[config.mk]
export PLATFORM = sky130hd
export DESIGN_NAME = uart_tx_mmio
export DESIGN_NICKNAME = d
export VERILOG_FILES = /design/src/rtl/uart_mmio_pkg.sv /design/src/rtl/sync_fifo.sv /design/src/rtl/uart_tx_mmio.sv
export SDC_FILE = /design/constraint.sdc
export NUM_CORES = 1
export LEC_CHECK = 0
export ABC_AREA = 1
export CAP_MARGIN = 20
export CORE_AREA = 2 2 112 114
export CTS_CLUSTER_DIAMETER = 120
export CTS_CLUSTER_SIZE = 16
export DETAILED_ROUTE_END_ITERATION = 8
export DIE_AREA = 0 0 114 116
export PLACE_DENSITY = 0.71
export SETUP_SLACK_MARGIN = 0.15
export SLEW_MARGIN = 20
export SYNTH_ARGS = -nofsm -noshare
export SYNTH_HDL_FRONTEND = slang
export SYNTH_SLANG_ARGS = --single-unit
[constraint.sdc]
create_clock -name clk -period 4.5 [get_ports clk]
set_clock_uncertainty 0.15 [all_clocks]
set_input_delay 1.125 -clock clk [delete_from_list [all_inputs] [get_ports clk]]
set_output_delay 1.125 -clock clk [all_outputs]
set_load 0.05 [all_outputs]
[src/rtl/uart_mmio_pkg.sv]
// Shared definitions for the memory-mapped UART transmitter.
// Contents:
//   - register offsets inside the 16-byte window
//   - bit positions of the STATUS register
//   - the transmit FSM state type
package uart_mmio_pkg;

  localparam logic [3:0] OFF_TXDATA = 4'h0;
  localparam logic [3:0] OFF_STATUS = 4'h4;
  localparam logic [3:0] OFF_BAUD   = 4'h8;

  localparam int STAT_BUSY  = 0;
  localparam int STAT_FULL  = 1;
  localparam int STAT_EMPTY = 2;
  localparam int STAT_OVF   = 3;

  typedef enum logic [1:0] {
    ST_IDLE,
    ST_START,
    ST_DATA,
    ST_STOP
  } tx_state_e;

endpackage

[src/rtl/sync_fifo.sv]
// Small synchronous FIFO with a combinational head.
// Ports:
//   clk, reset : clock and synchronous active-high reset (clears pointers only)
//   push/wdata : write request and data; accepted when not full or when a
//                pop happens on the same edge
//   pop/rdata  : read request and current head entry
//   full/empty/count : occupancy flags and entry count
module sync_fifo #(
  parameter int DATA_W = 8,
  parameter int DEPTH  = 4
) (
  input  logic                     clk,
  input  logic                     reset,
  input  logic                     push,
  input  logic [DATA_W-1:0]        wdata,
  input  logic                     pop,
  output logic [DATA_W-1:0]        rdata,
  output logic                     full,
  output logic                     empty,
  output logic [$clog2(DEPTH):0]   count
);

  localparam int PTR_W = $clog2(DEPTH);

  logic [DATA_W-1:0] mem [DEPTH];
  logic [PTR_W-1:0]  wr_ptr;
  logic [PTR_W-1:0]  rd_ptr;
  logic              do_push;
  logic              do_pop;

  assign full    = (count == (PTR_W+1)'(DEPTH));
  assign empty   = (count == '0);
  assign do_pop  = pop && !empty;
  assign do_push = push && (!full || do_pop);
  assign rdata   = mem[rd_ptr];

  // Storage carries no reset; only pointers and count define occupancy.
  always_ff @(posedge clk) begin
    if (do_push) mem[wr_ptr] <= wdata;
  end

  always_ff @(posedge clk) begin
    if (reset) begin
      wr_ptr <= '0;
      rd_ptr <= '0;
      count  <= '0;
    end else begin
      if (do_push) wr_ptr <= wr_ptr + PTR_W'(1);
      if (do_pop)  rd_ptr <= rd_ptr + PTR_W'(1);
      case ({do_push, do_pop})
        2'b10:   count <= count + (PTR_W+1)'(1);
        2'b01:   count <= count - (PTR_W+1)'(1);
        default: count <= count;
      endcase
    end
  end

endmodule

[src/rtl/uart_tx_mmio.sv]
// Memory-mapped 8N1 UART transmitter sitting beside the data memory.
// Ports:
//   clk, reset : system clock, synchronous active-high reset
//   memwrite   : store strobe from the core
//   addr, wd   : byte address and store data from the core
//   rd         : combinational read data (0 when not addressed)
//   hit        : addr falls inside the 16-byte register window
//   tx         : registered serial output, idle high
module uart_tx_mmio
  import uart_mmio_pkg::*;
#(
  parameter logic [31:0] BASE_ADDR    = 32'h0000_1000,
  parameter int          FIFO_DEPTH   = 4,
  parameter logic [15:0] CLKS_PER_BIT = 16'd16
) (
  input  logic        clk,
  input  logic        reset,
  input  logic        memwrite,
  input  logic [31:0] addr,
  input  logic [31:0] wd,
  output logic [31:0] rd,
  output logic        hit,
  output logic        tx
);

  // A divisor of zero is treated as one cycle per bit.
  function automatic logic [15:0] eff_period(input logic [15:0] div);
    return (div == 16'd0) ? 16'd1 : div;
  endfunction

  tx_state_e   state;
  logic [15:0] baud_div;
  logic [15:0] period;
  logic [15:0] baud_cnt;
  logic [2:0]  bit_idx;
  logic [7:0]  shift;
  logic        overflow;

  logic [3:0]  off;
  logic        wr_txdata, wr_status, wr_baud;
  logic        fifo_push, fifo_pop, fifo_full, fifo_empty;
  logic [7:0]  fifo_head;
  logic [$clog2(FIFO_DEPTH):0] fifo_count;
  logic        bit_end;
  logic        busy;
  logic        unused_bits;

  assign hit       = (addr[31:4] == BASE_ADDR[31:4]);
  assign off       = {addr[3:2], 2'b00};
  assign wr_txdata = memwrite && hit && (off == OFF_TXDATA);
  assign wr_status = memwrite && hit && (off == OFF_STATUS);
  assign wr_baud   = memwrite && hit && (off == OFF_BAUD);
  assign busy      = (state != ST_IDLE);
  assign bit_end   = (baud_cnt == period - 16'd1);

  // The head leaves the FIFO when the FSM starts a frame, either from idle
  // or straight out of the final stop-bit cycle.
  assign fifo_pop  = !fifo_empty &&
                     ((state == ST_IDLE) || ((state == ST_STOP) && bit_end));
  assign fifo_push = wr_txdata && (!fifo_full || fifo_pop);

  assign unused_bits = ^{addr[1:0], wd[31:16], fifo_count};

  sync_fifo #(
    .DATA_W (8),
    .DEPTH  (FIFO_DEPTH)
  ) u_fifo (
    .clk   (clk),
    .reset (reset),
    .push  (fifo_push),
    .wdata (wd[7:0]),
    .pop   (fifo_pop),
    .rdata (fifo_head),
    .full  (fifo_full),
    .empty (fifo_empty),
    .count (fifo_count)
  );

  always_comb begin
    rd = 32'd0;
    if (hit) begin
      case (off)
        OFF_STATUS: begin
          rd[STAT_BUSY]  = busy;
          rd[STAT_FULL]  = fifo_full;
          rd[STAT_EMPTY] = fifo_empty;
          rd[STAT_OVF]   = overflow;
        end
        OFF_BAUD: rd = {16'd0, baud_div};
        default:  rd = 32'd0;
      endcase
    end
  end

  // A dropped byte wins over a same-edge W1C clear.
  always_ff @(posedge clk) begin
    if (reset) begin
      baud_div <= CLKS_PER_BIT;
      overflow <= 1'b0;
    end else begin
      if (wr_baud) baud_div <= wd[15:0];
      if (wr_txdata && !fifo_push)             overflow <= 1'b1;
      else if (wr_status && wd[STAT_OVF])      overflow <= 1'b0;
    end
  end

  always_ff @(posedge clk) begin
    if (reset) begin
      state    <= ST_IDLE;
      tx       <= 1'b1;
      baud_cnt <= 16'd0;
      bit_idx  <= 3'd0;
    end else begin
      case (state)
        ST_IDLE: begin
          tx <= 1'b1;
          if (fifo_pop) begin
            shift    <= fifo_head;
            period   <= eff_period(baud_div);
            baud_cnt <= 16'd0;
            bit_idx  <= 3'd0;
            tx       <= 1'b0;
            state    <= ST_START;
          end
        end
        ST_START: begin
          if (bit_end) begin
            baud_cnt <= 16'd0;
            tx       <= shift[0];
            state    <= ST_DATA;
          end else begin
            baud_cnt <= baud_cnt + 16'd1;
          end
        end
        ST_DATA: begin
          if (bit_end) begin
            baud_cnt <= 16'd0;
            if (bit_idx == 3'd7) begin
              tx    <= 1'b1;
              state <= ST_STOP;
            end else begin
              bit_idx <= bit_idx + 3'd1;
              shift   <= {1'b0, shift[7:1]};
              tx      <= shift[1];
            end
          end else begin
            baud_cnt <= baud_cnt + 16'd1;
          end
        end
        ST_STOP: begin
          if (bit_end) begin
            baud_cnt <= 16'd0;
            if (fifo_pop) begin
              shift   <= fifo_head;
              period  <= eff_period(baud_div);
              bit_idx <= 3'd0;
              tx      <= 1'b0;
              state   <= ST_START;
            end else begin
              state <= ST_IDLE;
            end
          end else begin
            baud_cnt <= baud_cnt + 16'd1;
          end
        end
        default: begin
          state <= ST_IDLE;
          tx    <= 1'b1;
        end
      endcase
    end
  end

endmodule

==> results of run 1 <==
[synthesized netlist by cell type, types with 2 or more instances]
master and number:
dfxtp_1 48, a211oi_1 9, nand2_2 18, nor2_4 5
xor2_1 11, nor3_1 16, a211oi_2 7, nor2_2 10
inv_2 6, o22ai_1 8, or4_1 2, a31o_2 2
nand3b_1 5, edfxtp_1 56, inv_1 78, ha_1 17
nor2_8 2, o21ai_0 26, nand3_1 31, xnor2_1 7
buf_2 2, o211ai_1 2, clkbuf_1 29, nor4_1 9
a22o_1 6, nand2_1 123, nor2_1 93, a21oi_1 31
nand3_2 2, nand4_1 13, nor3b_1 3, buf_4 17
o21ai_1 4
[cell families (layout without fill, tap and decap cells)]
family / count (synthesis) / after routing / synth area share
fa+ha+maj: 18 / 18 / 0.03981
flops: 104 / 104 / 0.4521
compound gates: 100 / 100 / 0.1089
simple gates: 336 / 336 / 0.2720
buf+inv: 135 / 178 / 0.09953
other cells: 1 / 16 / 0.0006415
xor+xnor: 18 / 18 / 0.02697
[power by group through the flow]
stage	combinational [W]	sequential (W)	clock (W)
floorplan	0.000730	0.00123	0
global placement	0.000923	0.00125	0
detailed placement	0.000956	0.00125	0
CTS	0.000960	0.00123	0.000848
global route	0.00109	0.00125	0.000887
finish	0.000967	0.00123	0.000837
[per-layer routing]
metal / global-route usage / up-vias
li1: - / 2434
met1: 0.2617 / 2197
met5: 0 / -
met3: 0.03818 / 10
met4: 0.06016 / 0
met2: 0.3460 / 136
[stage by stage]
stage	std cells	util	setup WS, ps
after floorplan	727	-	45.60
after global placement	900	0.5651	121.1
after detailed placement	900	0.5651	138.2
after CTS	916	0.5941	141.8
after global routing	917	0.6001	149.3
final	917	0.6001	248.0
[worst min path at each step]
stage | from | endpoint | slack, ps | cells past startpoint
global placement | baud_div[12]$_SDFFE_PP0P_ | period[12]$_SDFFCE_PN0P_ | 260 | 0
global route | baud_div[14]$_SDFFE_PP0P_ | period[14]$_SDFFCE_PN0P_ | 290 | 0
finish | baud_div[5]$_SDFFE_PP0P_ | period[5]$_SDFFCE_PN0P_ | 280 | 0
floorplan | u_fifo.rd_ptr[1]$_SDFFE_PP0P_ | register | 280 | 2
detailed placement | baud_div[14]$_SDFFE_PP0P_ | period[14]$_SDFFCE_PN0P_ | 260 | 0
CTS | baud_div[5]$_SDFFE_PP0P_ | period[5]$_SDFFCE_PN0P_ | 280 | 0
[sequential cells by signal, indices dropped and copies added (netlist names), named ones only]
register       count
state              2
period            16
u_fifo.count       3
overflow           1
bit_idx            3
baud_div          16
shift              8
u_fifo.mem        32
tx                 1
baud_cnt          16
u_fifo.wr_ptr      2
u_fifo.rd_ptr      2
[what timing repair did]
| action | 4_1_cts | 5_1_grt |
|---|---|---|
| setup endpoints to repair | 5 | 14 |
| pin swaps | 0 | 0 |
| buffers inserted | 0 | 1 |
| gates cloned | 0 | 0 |
| gates resized for setup | 5 | 13 |
[area by class of cell]
cell class                      count  area, sq um
Clock inverter                      7        97.59
Multi-Input combinational cell    488         2769
Inverter                           86        324.1
Fill cell                        1028         4763
Timing Repair Buffer               76        905.9
Tap cell                          147        183.9
Clock buffer                        9        225.2
Sequential cell                   104         2643
==> impl_results.md, run 1 <==
- Max_cap viols: 0
- EDFF count, synth: 56
- Standard-cell rows: 40
- Die H: 116 microns
- WL met2: 6.181 mm
- Arr. time, crit path: 2980 ps
- Die Wd: 114 microns
- CTS Buf Count: 9
- Max VDD drop: 203.0 uV
- Hold Path Class: reg -> reg
- CP delay by family, top: simple AND/OR/NAND/NOR gates
- Area contributors post-synth: edfxtp_1, dfxtp_1, nand2_1, nor2_1, inv_1
- Combinational Power Share: 0.318
- R2R Setup Slk: 990 ps
- Final period utilization: 0.9449
- Top cell type by total area after synthesis: edfxtp_1
- CTS root buf: clkbuf_16
- Final wirelength: 12.97 mm
- Most frequent cells in the layout: nand2_1, nor2_1, inv_1
- Clk_lat worst skew: 350 ps
- Buf/Inv on CP: 3
- Critical Path RT: 3220 ps
- Final Hold Fails: 0
- Post-synth top area share: 0.2877
- CTS tree: yes
- Ys async rst share: 0
- Clock tree buffer depth: 2
- Synthesized flop and latch total: 104
- Most common library cell in the layout ignoring fill and taps: nand2_1
- CP dominant cell by count: nor3_2
- Antenna violations before repair: 0
- Top Metal Used: met4
- Power Density: 424.9 mW/mm^2
- GRT overflow: 0
- CORE AREA: 0.01191 sq mm
- Lkg Pwr: 2.724 nW
- N_diodes: 0
- Buffers on Ports: 66
- DRC viols: 0
- Least-Margin Pin Slew: 687.0 ps
- RSZ-0062 raised after global routing: no
- Hold buffers post-CTS: 0
- Post-route cell area: 0.007148 sq mm
- 1st-iter DRT viols: 301
- Nets: 850
- Largest net degree at the start of global routing: 35
- Sw Share: 0.3708
- Ys flop type: edfxtp_1
- Clock Power Share: 0.276
- Area post-placement: 0.006731 sq mm
- Number of global-route vias before repair: 4519
- Critical-path cell list: clkdlybuf4s50_1 -> or4_1 -> nor3_2 -> nand2_1 -> buf_4 -> nor3_2 -> buf_12
- M1 wire length: 5.806 mm
- Post-Syn Area: 0.005846 sq mm
- Status: complete, no violations
- Vias per Instance: 5.209
- Crit path to: rd[7]
- Via Count: 4777
- Clk sinks: 104
- Stages on the worst setup path: 7
- Worst Path Class, Setup: in -> out
- Antenna Violating Nets Remaining: 0
- CP startpoint: addr[17]
- Final setup violation count: 0
- Cell variety after synth: 47
- Area growth, synth to finish: 22.28%
- First-pass GRT wire length: 21.11 mm
- Net switching power: 0.001126 W
- GRT Total Usage: 0.2020
- Max_slew headroom: 0.5415
- Placer Congestion: 0.8854
- Pre-Repair DR Iteration Count: 4
- Worst reg2reg path depth: 20
- Max stage delay cell, worst path: or4_1
- Slew Limit Fails: 0
- Clock transition at the registers of the reported paths: 80 ps
- H-tree depth: 3
- Crit path largest cell delay: 540 ps
- Internal: 0.001911 W
- Synth warn: 0
- Seq/Total Area, Yosys: 0.4521
- DR WL/cell: 14.14 microns
- Syn Inst Count: 712
- DPL Wire Length: 9.834 mm
- Share of layout cells above drive strength 1: 0.1519
- Worst-path maximum fanout: 12
- Tmin final: 4252 ps
- DR WL met3: 839 microns
- Mean Syn Cell Area: 8.210 sq um
- Setup TNS: 0 ps
- Worst R2R End: u_fifo.count[2]$_SDFFE_PP0P_
- Reg-to-reg startpoint: period[0]$_SDFFCE_PN1P_
- Hold Slack: 279.7 ps
- Top Ports: 101
- Fmax: 0.2352 GHz
- Total power: 0.003037 W
- Initial Util: 0.4908
- Seq pwr share: 0.406
- Worst Setup End Kind: output port
- Die area: 0.01322 sq mm
- Worst setup SP type: input port
Power figures use the tool's default switching activity.
==> inputs of run 2 (changes only) <==
--- a/config.mk
+++ b/config.mk
@@ -7,13 +7,13 @@
 export LEC_CHECK = 0
 export ABC_AREA = 1
 export CAP_MARGIN = 20
-export CORE_AREA = 2 2 112 114
+export CORE_AREA = 2 2 143 145
 export CTS_CLUSTER_DIAMETER = 120
 export CTS_CLUSTER_SIZE = 16
 export DETAILED_ROUTE_END_ITERATION = 8
-export DIE_AREA = 0 0 114 116
-export PLACE_DENSITY = 0.71
-export SETUP_SLACK_MARGIN = 0.15
+export DIE_AREA = 0 0 145 147
+export PLACE_DENSITY = 0.47
+export SETUP_SLACK_MARGIN = 0.1
 export SLEW_MARGIN = 20
 export SYNTH_ARGS = -nofsm -noshare
 export SYNTH_HDL_FRONTEND = slang
==> run 2 against run 1 <==
Setup slack got worse by 100 ps. Non-clock buffer count increased by 7. Utilization down 23 points. Power shrank 1.1%. Sequential power is essentially flat. Clock power down 5.5%. Register-to-register slack got worse by 40 ps. Clock-buffer cell count unchanged. Routed wire length increased by 12%. Via count decreased by 0.50%. Critical endpoint is now rd[13].
==> impl_results.md, run 2 (same netlist as run 1, synthesis figures left out) <==
- Final setup violation count: 0 (unchanged)
- CTS root buf: clkbuf_16 (unchanged)
- Lkg Pwr: 2.745 nW (was 2.724 nW)
- Critical Path RT: 3220 ps (about the same)
- CORE AREA: 0.01984 sq mm (was 0.01191 sq mm)
- 1st-iter DRT viols: 326 (was 301)
- GRT Total Usage: 0.1391 (was 0.2020)
- Die H: 147 microns (was 116 microns)
- Standard-cell rows: 52 (was 40)
- RSZ-0062 raised after global routing: no (unchanged)
- Top Ports: 101 (unchanged)
- CTS Buf Count: 9 (unchanged)
- Max VDD drop: 222.4 uV (was 203.0 uV)
- Largest register FFs: 32 (unchanged)
- Arr. time, crit path: 3080 ps (was 2980 ps)
- Area growth, synth to finish: 24.85% (was 22.28%)
- Power Density: 411.6 mW/mm^2 (was 424.9 mW/mm^2)
- Largest net degree at the start of global routing: 35 (unchanged)
- Final Util: 0.3678 (was 0.6001)
- Clock tree buffer depth: 2 (unchanged)
- Worst-path maximum fanout: 12 (unchanged)
- H-tree depth: 3 (unchanged)
- Initial Util: 0.2946 (was 0.4908)
- Final period utilization: 0.9673 (was 0.9449)
- Area post-placement: 0.006958 sq mm (was 0.006731 sq mm)
- DRC viols: 0 (unchanged)
- Most frequent cells in the layout: nand2_1, nor2_1, inv_1 (unchanged)
- # fillers: 1997 (was 1028)
- Max_cap viols: 0 (unchanged)
- Max_slew headroom: 0.5463 (was 0.5415)
- GRT overflow: 0 (unchanged)
- Worst Setup End Kind: output port (unchanged)
- Via Count: 4753 (was 4777)
- Clk sinks: 104 (unchanged)
- Worst setup SP type: input port (unchanged)
- Slew Limit Fails: 0 (unchanged)
- Placer Congestion: 0.8098 (was 0.8854)
- Most flops, register: u_fifo.mem (unchanged)
- Number of global-route vias before repair: 4793 (was 4519)
- Least-Margin Pin Slew: 679.9 ps (was 687.0 ps)
- Die Wd: 145 microns (was 114 microns)
- Fmax: 0.2297 GHz (was 0.2352 GHz)
- Hold Path Class: reg -> reg (unchanged)
- DR WL/cell: 13.84 microns (was 14.14 microns)
- Tmin final: 4353 ps (was 4252 ps)
- Worst Path Class, Setup: in -> out (unchanged)
- Antenna violations before repair: 0 (unchanged)
- First-pass GRT wire length: 24.07 mm (was 21.11 mm)
- Clock transition at the registers of the reported paths: 70 ps (was 80 ps)
- CTS tree: yes (unchanged)
- Setup WS pre-CTS: 103.2 ps (was 138.2 ps)
- DPL Wire Length: 11.27 mm (was 9.834 mm)
- Setup TNS: 0 ps (unchanged)
- Clk_lat worst skew: 350 ps (about the same)
- Die area: 0.02132 sq mm (was 0.01322 sq mm)
- Pre-Repair DR Iteration Count: 4 (unchanged)
- Vias per Instance: 4.540 (was 5.209)
- Post-route cell area: 0.007298 sq mm (was 0.007148 sq mm)
- N_diodes: 0 (unchanged)
- Final Hold Fails: 0 (unchanged)
- Buffers on Ports: 66 (unchanged)
- Antenna Violating Nets Remaining: 0 (unchanged)
- Most common library cell in the layout ignoring fill and taps: nand2_1 (unchanged)
- Status: complete, no violations (unchanged)
- Final wirelength: 14.49 mm (was 12.97 mm)
- Nets: 857 (was 850)
- Share of layout cells above drive strength 1: 0.1467 (was 0.1519)
- Final worst setup slack: 147.0 ps (was 248.0 ps)
## run 2: layout make-up
cell class              count  area, sq um  area share
multi-input cells         488         2716      0.3722
flip-flops and latches    104         2643      0.3621
repair buffers             83        970.9      0.1330
well taps                 270        337.8     0.04629
inverters                  86        324.1     0.04440
clock buffers               9        225.2     0.03086
clock inverters             7        81.33     0.01114
## run 2: final timing paths
kind                             start                      endpoint  slack [ps]  cells past startpoint
max                           addr[12]                        rd[13]         150                      8
min          baud_div[15]$_SDFFE_PP0P_      period[15]$_SDFFCE_PN0P_         280                      0
max reg2reg    period[0]$_SDFFCE_PN1P_  u_fifo.count[2]$_SDFFE_PP0P_         950                     21
min reg2reg  baud_div[15]$_SDFFE_PP0P_      period[15]$_SDFFCE_PN0P_         280                      0
## run 2: what timing repair did
| action | in CTS | in global routing |
|---|---|---|
| setup endpoints to repair | 0 | 16 |
| setup buffers | 0 | 0 |
| resized for setup | 0 | 8 |
| hold buffers | 0 | 0 |
## run 2: critical path: stages
cell and delay (ps):
clkdlybuf4s50_1 460, inv_1 50, or4_1 500, nor3_2 150
nand2_2 130, buf_12 170, nor3_1 300, buf_12 190
## run 2: power breakdown
part	switching [W]	internal, W	leakage (nW)
registers	0.0000962	0.00114	0.899
clock network	0.000393	0.000398	0.150
logic	0.000647	0.000333	1.70
total	0.00114	0.00187	2.74
## run 2: through the flow
step	hold slack (ps)	cells	power, W
detailed placement	271.4	1031	0.002248
finish	283.9	1047	0.003004
global route	297.2	1047	0.003224
CTS	290.4	1047	0.003047
floorplan	282.9	727	0.001961
global placement	271.6	1031	0.002227
## run 2: layer usage
metal | track usage | part of all wire | vias up
met4 | 0.03663 | 0.015 | 0
met2 | 0.2502 | 0.50 | 62
met1 | 0.1705 | 0.46 | 2218
li1 | - | - | 2456
met5 | 0 | 0 | -
met3 | 0.02764 | 0.025 | 17
==> inputs of run 3 (changes only) <==
--- a/config.mk
+++ b/config.mk
@@ -14,6 +14,7 @@
 export DIE_AREA = 0 0 145 147
 export PLACE_DENSITY = 0.47
 export SETUP_SLACK_MARGIN = 0.1
+export SKIP_LAST_GASP = 1
 export SLEW_MARGIN = 20
 export SYNTH_ARGS = -nofsm -noshare
 export SYNTH_HDL_FRONTEND = slang
==> results of run 3 <==
Same layout as run 2: the final DEF is identical, and so are final timing and power.
